==> src/rtl/sad_accumulator_16bit.sv <==
// Sum-of-absolute-differences stage: turns subtractor result/borrow pairs into magnitudes,
// accumulates LEN of them with saturation and hands the block total out on a valid/ready port.
module sad_accumulator_16bit #(
  parameter int LEN   = 16,
  parameter int ACC_W = 24
) (
  input  logic             clk,
  input  logic             rst,
  input  logic             in_valid,
  output logic             in_ready,
  input  logic [15:0]      result,
  input  logic             borrow,
  input  logic             flush,
  output logic             out_valid,
  input  logic             out_ready,
  output logic [ACC_W-1:0] sad,
  output logic             sat
);

  localparam int CNT_W = $clog2(LEN + 1);
  localparam logic [CNT_W-1:0] CNT_LAST = CNT_W'(LEN - 1);
  localparam logic [CNT_W-1:0] CNT_ONE  = CNT_W'(1);
  localparam logic [ACC_W-1:0] ACC_MAX  = '1;

  typedef enum logic {
    ACCUM = 1'b0,
    HOLD  = 1'b1
  } state_e;

  state_e           state_q, state_d;
  logic [ACC_W-1:0] acc_q, acc_d;
  logic [CNT_W-1:0] cnt_q, cnt_d;
  logic             sat_acc_q, sat_acc_d;
  logic [ACC_W-1:0] sad_q, sad_d;
  logic             sat_q, sat_d;
  logic             out_valid_q, out_valid_d;

  logic             accept;
  logic [16:0]      mag;
  logic [ACC_W:0]   sum_wide;
  logic             overflow;
  logic [ACC_W-1:0] acc_sum;

  // A borrowed difference is result = A-B+2^16, so |A-B| = 2^16 - result (result=0 gives 2^16).
  always_comb begin
    mag = {1'b0, result};
    if (borrow) begin
      mag = 17'h10000 - {1'b0, result};
    end
  end

  always_comb begin
    sum_wide = {1'b0, acc_q} + {{(ACC_W - 16){1'b0}}, mag};
    overflow = sum_wide[ACC_W];
    acc_sum  = overflow ? ACC_MAX : sum_wide[ACC_W-1:0];
  end

  assign accept = in_valid && in_ready;

  always_ff @(posedge clk) begin
    if (rst) begin
      state_q     <= ACCUM;
      acc_q       <= '0;
      cnt_q       <= '0;
      sat_acc_q   <= 1'b0;
      sad_q       <= '0;
      sat_q       <= 1'b0;
      out_valid_q <= 1'b0;
    end else begin
      state_q     <= state_d;
      acc_q       <= acc_d;
      cnt_q       <= cnt_d;
      sat_acc_q   <= sat_acc_d;
      sad_q       <= sad_d;
      sat_q       <= sat_d;
      out_valid_q <= out_valid_d;
    end
  end

  // Flush beats an accept in the same cycle; the last accept of a block publishes and restarts.
  always_comb begin
    state_d     = state_q;
    acc_d       = acc_q;
    cnt_d       = cnt_q;
    sat_acc_d   = sat_acc_q;
    sad_d       = sad_q;
    sat_d       = sat_q;
    out_valid_d = out_valid_q;
    case (state_q)
      ACCUM: begin
        if (flush) begin
          acc_d     = '0;
          cnt_d     = '0;
          sat_acc_d = 1'b0;
        end else if (accept) begin
          if (cnt_q == CNT_LAST) begin
            sad_d       = acc_sum;
            sat_d       = sat_acc_q | overflow;
            out_valid_d = 1'b1;
            acc_d       = '0;
            cnt_d       = '0;
            sat_acc_d   = 1'b0;
            state_d     = HOLD;
          end else begin
            acc_d     = acc_sum;
            cnt_d     = cnt_q + CNT_ONE;
            sat_acc_d = sat_acc_q | overflow;
          end
        end
      end
      HOLD: begin
        if (out_valid_q && out_ready) begin
          out_valid_d = 1'b0;
          state_d     = ACCUM;
        end
      end
      default: state_d = ACCUM;
    endcase
  end

  always_comb begin
    in_ready  = (state_q == ACCUM) && !rst;
    out_valid = out_valid_q;
    sad       = sad_q;
    sat       = sat_q;
  end

endmodule

==> config.mk <==
export PLATFORM = sky130hd
export DESIGN_NAME = sad_accumulator_16bit
export DESIGN_NICKNAME = d
export VERILOG_FILES = /design/src/rtl/sad_accumulator_16bit.sv
export SDC_FILE = /design/constraint.sdc
export NUM_CORES = 1
export LEC_CHECK = 0
export ABC_CLOCK_PERIOD_IN_PS = 12600
export CAP_MARGIN = 30
export CORE_ASPECT_RATIO = 0.9
export CORE_MARGIN = 4
export CORE_UTILIZATION = 50
export DETAILED_ROUTE_END_ITERATION = 16
export PLACE_DENSITY = 0.72
export SETUP_SLACK_MARGIN = 0.1
export SYNTH_ARGS = -nofsm -noshare
export SYNTH_HDL_FRONTEND = slang
export SYNTH_SLANG_ARGS = --single-unit
export TNS_END_PERCENT = 10
==> constraint.sdc <==
create_clock -name clk -period 12.6 [get_ports clk]
set_input_delay 2.52 -clock clk [delete_from_list [all_inputs] [get_ports clk]]
set_output_delay 2.52 -clock clk [all_outputs]
set_load 0.05 [all_outputs]
After elaboration in Yosys (flattened, before gate mapping)
Index checks and enable logic that the tools add are counted.

Add/subtract/negate cells: 3. Multipliers: 0. Divide/modulo/power cells: 0. Order comparisons: 0. Eq/ne operators: 5. Shift operators: 0. Muxes and demuxes: 21. Bitwise operators: 3. Reduce and logical (&&, ||, !) cells: 8.

Operators by type and width (number): $mux W24 (4); $add A24 B17 Y25 (1); $mux W17 (1); $sub A17 B16 Y17 const A (1); $mux W5 (3); $mux W1 (11); $reduce_and A4 Y1 (2); $ne A2 B2 Y1 const B (3); $add A5 B1 Y5 const B (1); $eq A5 B4 Y1 const B (1); $pmux W1 S2 (2); $logic_and A1 B1 Y1 (3); $ne A2 B1 Y1 const B (1); $not A1 Y1 (2); $reduce_and A2 Y1 (1); $reduce_bool A2 Y1 (1); $logic_not A1 Y1 (1); $or A1 B1 Y1 (1).

Register bits after elaboration: 57. Bits in latches: 0. Memory bits (writable): 0. Memory bits (read-only): 0. Output and inout bits: 27. Logic and storage cells: 47. Memories: 0.

Longest topological paths before layout
Gate-level depths: netlist of run 1.

Word-level depth: 7. Gate-level depth with buffers: 15. Depth with buffers taken out: 14.

Worst setup path after synthesis of run 1
OpenSTA, ideal clock, no wires.

Path kind: in2reg. Start: input result[6]. End: register sad_q[23] (netlist: sad[23]). Data arrival time: 5.902 ns. Data required time: 12.475 ns. Path slack: 6.573 ns. Cell stages on the path: 12. Path through: or4_4 -> or4_4 -> or4_4 -> o31ai_4 -> xnor2_1 -> ha_1 -> a21o_1 -> a21oi_1 -> nor2b_1 -> a311oi_2 -> and4_1 -> o41a_1.

Longest elaborated chain between the ends: 4.

RTL lines: start, declared (line 11) `input logic [15:0] result,`; $sub A17 B16 Y17 (line 48) `mag = 17'h10000 - {1'b0, result};`; $mux W17 (*) (line 47) `if (borrow) begin`; $add A24 B17 Y25 (*) (line 53) `sum_wide = {1'b0, acc_q} + {{(ACC_W - 16){1'b0}}, mag};`; $mux W24 (*) (line 55) `acc_sum = overflow ? ACC_MAX : sum_wide[ACC_W-1:0];`; end signal, assigned (line 66) `sad_q <= '0;`; end signal, assigned (line 74) `sad_q <= sad_d;`; end, declared (line 34) `logic [ACC_W-1:0] sad_q, sad_d;`.

Mark *: on every way between the ends. The rest lies on a longest branch, timed or not. A chain may end at the register's enable or synchronous reset.

Worst setup path in the final report of run 1
Start: input result[4]. End: register acc_q[10].

Longest elaborated chain between the ends: 7.

RTL lines: $sub A17 B16 Y17 (line 48); $mux W17 (*) (line 47); $add A24 B17 Y25 (*) (line 53); $mux W24 (*) (line 55); $mux W24 (*) (line 96) `if (cnt_q == CNT_LAST) begin`; $mux W24 (*) (line 95) `end else if (accept) begin`; $mux W24 (*) (line 91) `if (flush) begin`; end signal, assigned (line 63) `acc_q <= '0;`; end signal, assigned (line 71) `acc_q <= acc_d;`; end, declared (line 31) `logic [ACC_W-1:0] acc_q, acc_d;`.

Mark *: on every way between the ends. The rest lies on a longest branch, timed or not. The select of a mux whose other input is x is not followed.

==> results.sh, run 1 <==
export IMPL_whs_ns=0.467
export IMPL_max_freq_mhz=147
export IMPL_tightest_slew_ns=1.04
export IMPL_synth_top_family_by_area="compound AO/OA/AOI/OAI gates"
export IMPL_synthFlopType="dfxtp_1"
export IMPL_wl_mm=9.50
export IMPL_synth_fa_ha_area_frac=0.0793
export IMPL_clk_pin_slew_ns=0.07
export IMPL_yosysSeqAreaShare=0.320
export IMPL_status="finished clean"
export IMPL_syn_inst=453
export IMPL_muxShareOfSynthArea=0.00561
export IMPL_antenna_found_initial=0
export IMPL_post_cts_setup_buffer_count=0
export IMPL_die_w_um=97.0
export IMPL_path_class="input pin to flop"
export IMPL_synth_area_leaders="dfxtp_1, ha_1, o21ai_0"
export IMPL_n_antenna_cell=0
export IMPL_rsz0062_at_grt="no"
export IMPL_clockBufferDepth=2
export IMPL_setup_viol=0
export IMPL_final_setup_skew_ns=0.00956
export IMPL_fin_crit_ns=6.79
export IMPL_cts_resized=0
export IMPL_area_growth_pct=22.2
export IMPL_synth_cell_types=63
export IMPL_syn_area_sq_um=3570
export IMPL_first_pass_iters=5
export IMPL_initial_core_util=0.528
export IMPL_synth_xor_area_share=0.0589
export IMPL_synth_simple_area_share=0.204
export IMPL_drt_iter0_drc=228
export IMPL_gp_congestion=0.916
export IMPL_ioPinCount=49
export IMPL_endpoint_kind="flop"
export IMPL_cts_made_buffers=9
export IMPL_max_cap_violations=0
export IMPL_slew_violations=0
export IMPL_critPathRequiredTime_ns=12.80
export IMPL_drive_gt1_frac=0.0684
export IMPL_ys_ff_latch=57
export IMPL_grt_max_degree=30
export IMPL_cts_tree="done"
export IMPL_yosys_top_cells_count="dfxtp_1, nor2_1, nand2_1"
export IMPL_hold_buffers=0
export IMPL_crit_path_start_kind="input pin"
export IMPL_relSlewSlack=0.300
export IMPL_dr_total_vias=3575
export IMPL_synth_edff_count=0
export IMPL_wire_per_inst_um=16.2
export IMPL_powerDensity_nw_per_um2=109
export IMPL_clk_latency_ns=0.35
export IMPL_fin_setup_tns_ns=0
export IMPL_yosysWarningCount=0
export IMPL_syn_num_nets=497
export IMPL_crit_path_frequent_cell="o21ai_0"
export IMPL_clockRootBuffer="clkbuf_8"
export IMPL_drc=0
export IMPL_fin_nets=536
export IMPL_holdCritPathClass="flop to flop"
export IMPL_port_buffers=48
export IMPL_avgSynthCellArea_sq_um=7.87
export IMPL_path_max_fanout=18
export IMPL_ir_worst_vdd_v=0.0000627
export IMPL_cpPeakStageDelay_ns=0.57
export IMPL_path_cells="clkdlybuf4s50_1 -> or4_4 -> or4_1 -> or4_1 -> o21ai_0 -> xnor2_1 -> ha_1 -> a21oi_1 -> o21ai_0 -> a21oi_1 -> o32ai_2 -> buf_4 -> a2111oi_0 -> o21ai_0"
export IMPL_critPathSlowestCell="or4_4"
export IMPL_synth_largest_area_cell="dfxtp_1"
export IMPL_std_cell_rows=28
export IMPL_vias_per_cell=6.09
export IMPL_hold_violations=0
export IMPL_synth_compound_area_share=0.295
export IMPL_grt_usage=0.228
export IMPL_fin_crit_sh=0.539
export IMPL_overflow=0
export IMPL_core_region_area_sq_um=6760
export IMPL_grt_pass1_vias=3314
export IMPL_async_flop_share=0
export IMPL_final_antenna_net_count=0
export IMPL_p_leak_nw=1.58
export IMPL_die_h_um=88.1
export IMPL_dieArea_sq_um=8550
export IMPL_yosysTopAreaCellShare=0.320
export IMPL_synth_most_common_cell="dfxtp_1"
export IMPL_htreeDepth=3
export IMPL_hpwl_mm=6.95
export IMPL_cts_sinks=57
export IMPL_cp_arrival_ns=6.99
export IMPL_grt_pass1_wl_mm=15.8
[final timing paths]
path               endpoint  depth (start not counted)  startpoint  slack (ns)
setup / recovery  acc_q[10]                         14   result[4]        5.81
hold / removal     acc_q[0]                          2    acc_q[0]        0.47
setup reg to reg  acc_q[10]                          9    acc_q[0]        9.28
hold reg to reg    acc_q[0]                          2    acc_q[0]        0.47
[power by group]
part	switching (mW)	total, mW	leakage, nW	internal (mW)
Sequential	0.00235	0.186	0.461	0.183
Clock	0.0833	0.196	0.110	0.113
Combinational	0.0544	0.0917	1.01	0.0373
Total	0.140	0.474	1.58	0.333
[metal layers]
metal  part of all wire  track usage  up-vias  wire length [um]
met4              0.017       0.0714        0               165
met5                  0            0        -                 0
met3              0.067       0.0589       15               636
met2               0.46        0.371      115              4320
met1               0.46        0.300     1681              4370
li1                   -            -     1764                 -
[area by class of cell]
class,count,area (sq um)
Fill cell,595,2400
Multi-Input combinational cell,361,2310
Sequential cell,57,1140
Timing Repair Buffer,52,526
Clock buffer,9,124
Tap cell,90,113
Clock inverter,7,103
Inverter,11,41.3
[placed cells by master, fill, tap and decap left out, types with 4 or more instances in the layout]
cell              n
dfxtp_1          57
nand2_1          52
nor2_1           52
clkdlybuf4s50_1  48
o21ai_0          42
a21oi_1          34
xnor2_1          22
ha_1             21
a211oi_1         15
inv_1            11
a31oi_1           9
nand4_1           9
clkbuf_8          9
or3_1             8
a21o_1            8
nand3_1           6
o2111ai_1         5
or4_1             4
o31ai_1           4
o211ai_1          4
[stage by stage]
stage | worst slack, ns | cells | power, mW | instance area [sq um] | util
floorplan | 6.57 | 453 | 0.253 | 3570 | -
global placement | 5.44 | 569 | 0.276 | 4100 | 0.607
detailed placement | 5.44 | 570 | 0.279 | 4120 | 0.609
CTS | 5.44 | 586 | 0.476 | 4340 | 0.642
global route | 5.65 | 587 | 0.497 | 4360 | 0.645
finish | 5.81 | 587 | 0.474 | 4360 | 0.645
[sequential cells by signal, summed over array words and instances, names as in the netlist]
signal     flops
sat_acc_q      1
state_q        1
sad           24
cnt_q          5
sat            1
acc_q         24
out_valid      1
[worst max-delay path: cells and delay by family]
| kind | cells | cell delay [ns] |
|---|---|---|
| and+or+nand+nor | 3 | 1.51 |
| AOI/OAI and AO/OA | 7 | 1.75 |
| adders and majority gates | 1 | 0.32 |
| buffers and inverters | 2 | 0.72 |
| xor gates and xnor gates | 1 | 0.16 |
[logic make-up after synthesis]
kind of cell	after synthesis
flops	57
xor+xnor	24
compound gates	158
fa+ha+maj	22
simple gates	155
buf+inv	35
mux	2
(Power assumes the default switching activity.)
==> run 2, diff against run 1 <==
Settings changed: ABC_CLOCK_PERIOD_IN_PS 12600 to 5800, PLACE_DENSITY 0.72 to 0.75.
Clock period 12.6 ns to 5.8 ns, I/O delays scaled along.
==> results.sh, run 2 (synthesized netlist as in run 1, its figures left out) <==
export IMPL_status="finished clean"
export IMPL_fin_nets=540
export IMPL_p_switching_mw=0.308
export IMPL_crit_family="simple AND/OR/NAND/NOR gates"
export IMPL_critPathSlowestCell="or4_4"
export IMPL_max_cap_violations=0
export IMPL_ioPinCount=49
export IMPL_dpl_cell_area_sq_um=4150
export IMPL_reg2reg_depth=10
export IMPL_clockBufferDepth=2
export IMPL_rsz0062_at_grt="no"
export IMPL_clk_latency_ns=0.35
export IMPL_r2r_end="acc_q[10]"
export IMPL_ir_worst_vdd_v=0.000159
export IMPL_hold_buffers=0
export IMPL_crit_path_frequent_cell="or4_1"
export IMPL_path_max_fanout=8
export IMPL_final_setup_skew_ns=0.00745
export IMPL_hold_violations=0
export IMPL_first_pass_iters=4
export IMPL_setup_viol=0
export IMPL_core_region_area_sq_um=6760
export IMPL_whs_ns=0.462
export IMPL_critPathLaunch="result[4]"
export IMPL_area_growth_pct=22.1
export IMPL_path_class="input pin to flop"
export IMPL_layout_commonest_cell="dfxtp_1"
export IMPL_seqPwrFrac=0.408
export IMPL_drt_iter0_drc=279
export IMPL_path_cells="clkdlybuf4s50_1 -> or4_4 -> or4_1 -> or4_1 -> o21ai_0 -> xnor2_1 -> ha_1 -> and2_1 -> a21oi_1 -> a21o_1 -> a311oi_2 -> a31oi_1 -> o41a_1"
export IMPL_fin_setup_tns_ns=0
export IMPL_comb_power_share=0.203
export IMPL_cpPeakStageDelay_ns=0.57
export IMPL_rrSetupSlack_ns=2.89
export IMPL_max_freq_mhz=194
export IMPL_cp_depth=13
export IMPL_cp_num_buf_inv=1
export IMPL_grt_pass1_wl_mm=16.4
export IMPL_p_leak_nw=1.58
export IMPL_final_cell_mix="dfxtp_1, nand2_1, nor2_1"
export IMPL_clk_pin_slew_ns=0.07
export IMPL_multi_input_area_sq_um=2310
export IMPL_cp_arrival_ns=5.40
export IMPL_setup_slack_ns=0.632
export IMPL_die_w_um=97.0
export IMPL_endpoint_kind="flop"
export IMPL_initial_core_util=0.528
export IMPL_post_place_ws_ns=0.320
export IMPL_die_h_um=88.1
export IMPL_port_buffers=48
export IMPL_antenna_found_initial=0
export IMPL_gp_congestion=0.929
export IMPL_intPower_mw=0.682
export IMPL_post_cts_setup_buffer_count=0
export IMPL_std_cell_rows=28
export IMPL_slew_violations=0
export IMPL_cts_made_buffers=9
export IMPL_clockRootBuffer="clkbuf_8"
export IMPL_tightest_slew_ns=1.05
export IMPL_hpwl_mm=7.16
export IMPL_grt_pass1_vias=3402
export IMPL_cts_sinks=57
export IMPL_drc=0
export IMPL_p_sw_frac=0.311
export IMPL_n_antenna_cell=0
export IMPL_fillCellCount=606
export IMPL_cts_tree="done"
export IMPL_crit_end="sad[23]"
export IMPL_dr_total_vias=3531
export IMPL_htreeDepth=3
export IMPL_vias_per_cell=5.97
export IMPL_fin_crit_ns=5.17
export IMPL_dieArea_sq_um=8550
export IMPL_critPathRequiredTime_ns=6.03
export IMPL_holdCritPathClass="flop to flop"
export IMPL_crit_path_start_kind="input pin"
export IMPL_overflow=0
export IMPL_relSlewSlack=0.300
export IMPL_wl_mm=9.65
export IMPL_grt_usage=0.237
export IMPL_p_clk_frac=0.389
export IMPL_final_area_sq_um=4360
export IMPL_cts_resized=0
export IMPL_grt_max_degree=44
export IMPL_drive_gt1_frac=0.0758
export IMPL_r2r_start="acc_q[0]"
export IMPL_seqCellArea_sq_um=1140
export IMPL_total_power_mw=0.989
export IMPL_wire_per_inst_um=16.3
export IMPL_powerDensity_nw_per_um2=227
export IMPL_final_antenna_net_count=0
export IMPL_fin_crit_sh=0.891
## run 2: cell count changes in the layout (fill, tap and decap cells not counted)
cell	change
buf_8	-1
buf_4	+5
bufinv_16	-1
inv_6	+1
clkinv_4	-2
clkinvlp_4	+2
## run 2: through the flow
step,utilization,instances
5_1_grt,0.644,591
6_report,0.644,591
2_1_floorplan,-,453
4_1_cts,0.644,591
3_5_place_dp,0.614,575
3_3_place_gp,0.612,574
## run 2: how the worst min path moves through the flow
stage	start	to	slack (ns)	depth (start not counted)
6_report	acc_q[14]	acc_q[14]	0.46	2
5_1_grt	acc_q[7]	acc_q[7]	0.52	2
4_1_cts	acc_q[14]	acc_q[14]	0.47	2
3_5_place_dp	acc_q[14]	acc_q[14]	0.45	2
3_3_place_gp	acc_q[4]	acc_q[4]	0.44	2
2_1_floorplan	acc_q[0]	acc_q[0]	0.43	2
## run 2: cell type report
class | count | area share
tap | 90 | 0.0258
sequential | 57 | 0.262
multi-input combinational | 361 | 0.530
clock inverter | 7 | 0.0181
inverter | 11 | 0.00948
clock buffer | 9 | 0.0284
timing repair buffer | 56 | 0.126
## run 2: power by group through the flow
stage | sequential [mW] | clock [mW] | combinational (mW)
after CTS | 0.403 | 0.392 | 0.200
after global routing | 0.404 | 0.412 | 0.224
final | 0.403 | 0.385 | 0.201
after floorplan | 0.411 | 0 | 0.139
after detailed placement | 0.412 | 0 | 0.199
after global placement | 0.412 | 0 | 0.195
## run 2: metal layers
layer / share of wire / GRT usage / up-vias
met5: 0 / 0 / -
met4: 0.018 / 0.0778 / 0
met3: 0.054 / 0.0557 / 17
met2: 0.46 / 0.381 / 96
met1: 0.47 / 0.318 / 1641
li1: - / - / 1777
## run 2: worst register-to-register path, cell delays in order (launching register included)
cell and delay [ns]:
dfxtp_1 0.34, ha_1 0.23, fa_1 0.41, a21o_1 0.20, a221oi_1 0.24, buf_4 0.19
o31a_1 0.20, o32ai_2 0.14, buf_4 0.22, a2111oi_0 0.47, o21ai_0 0.14
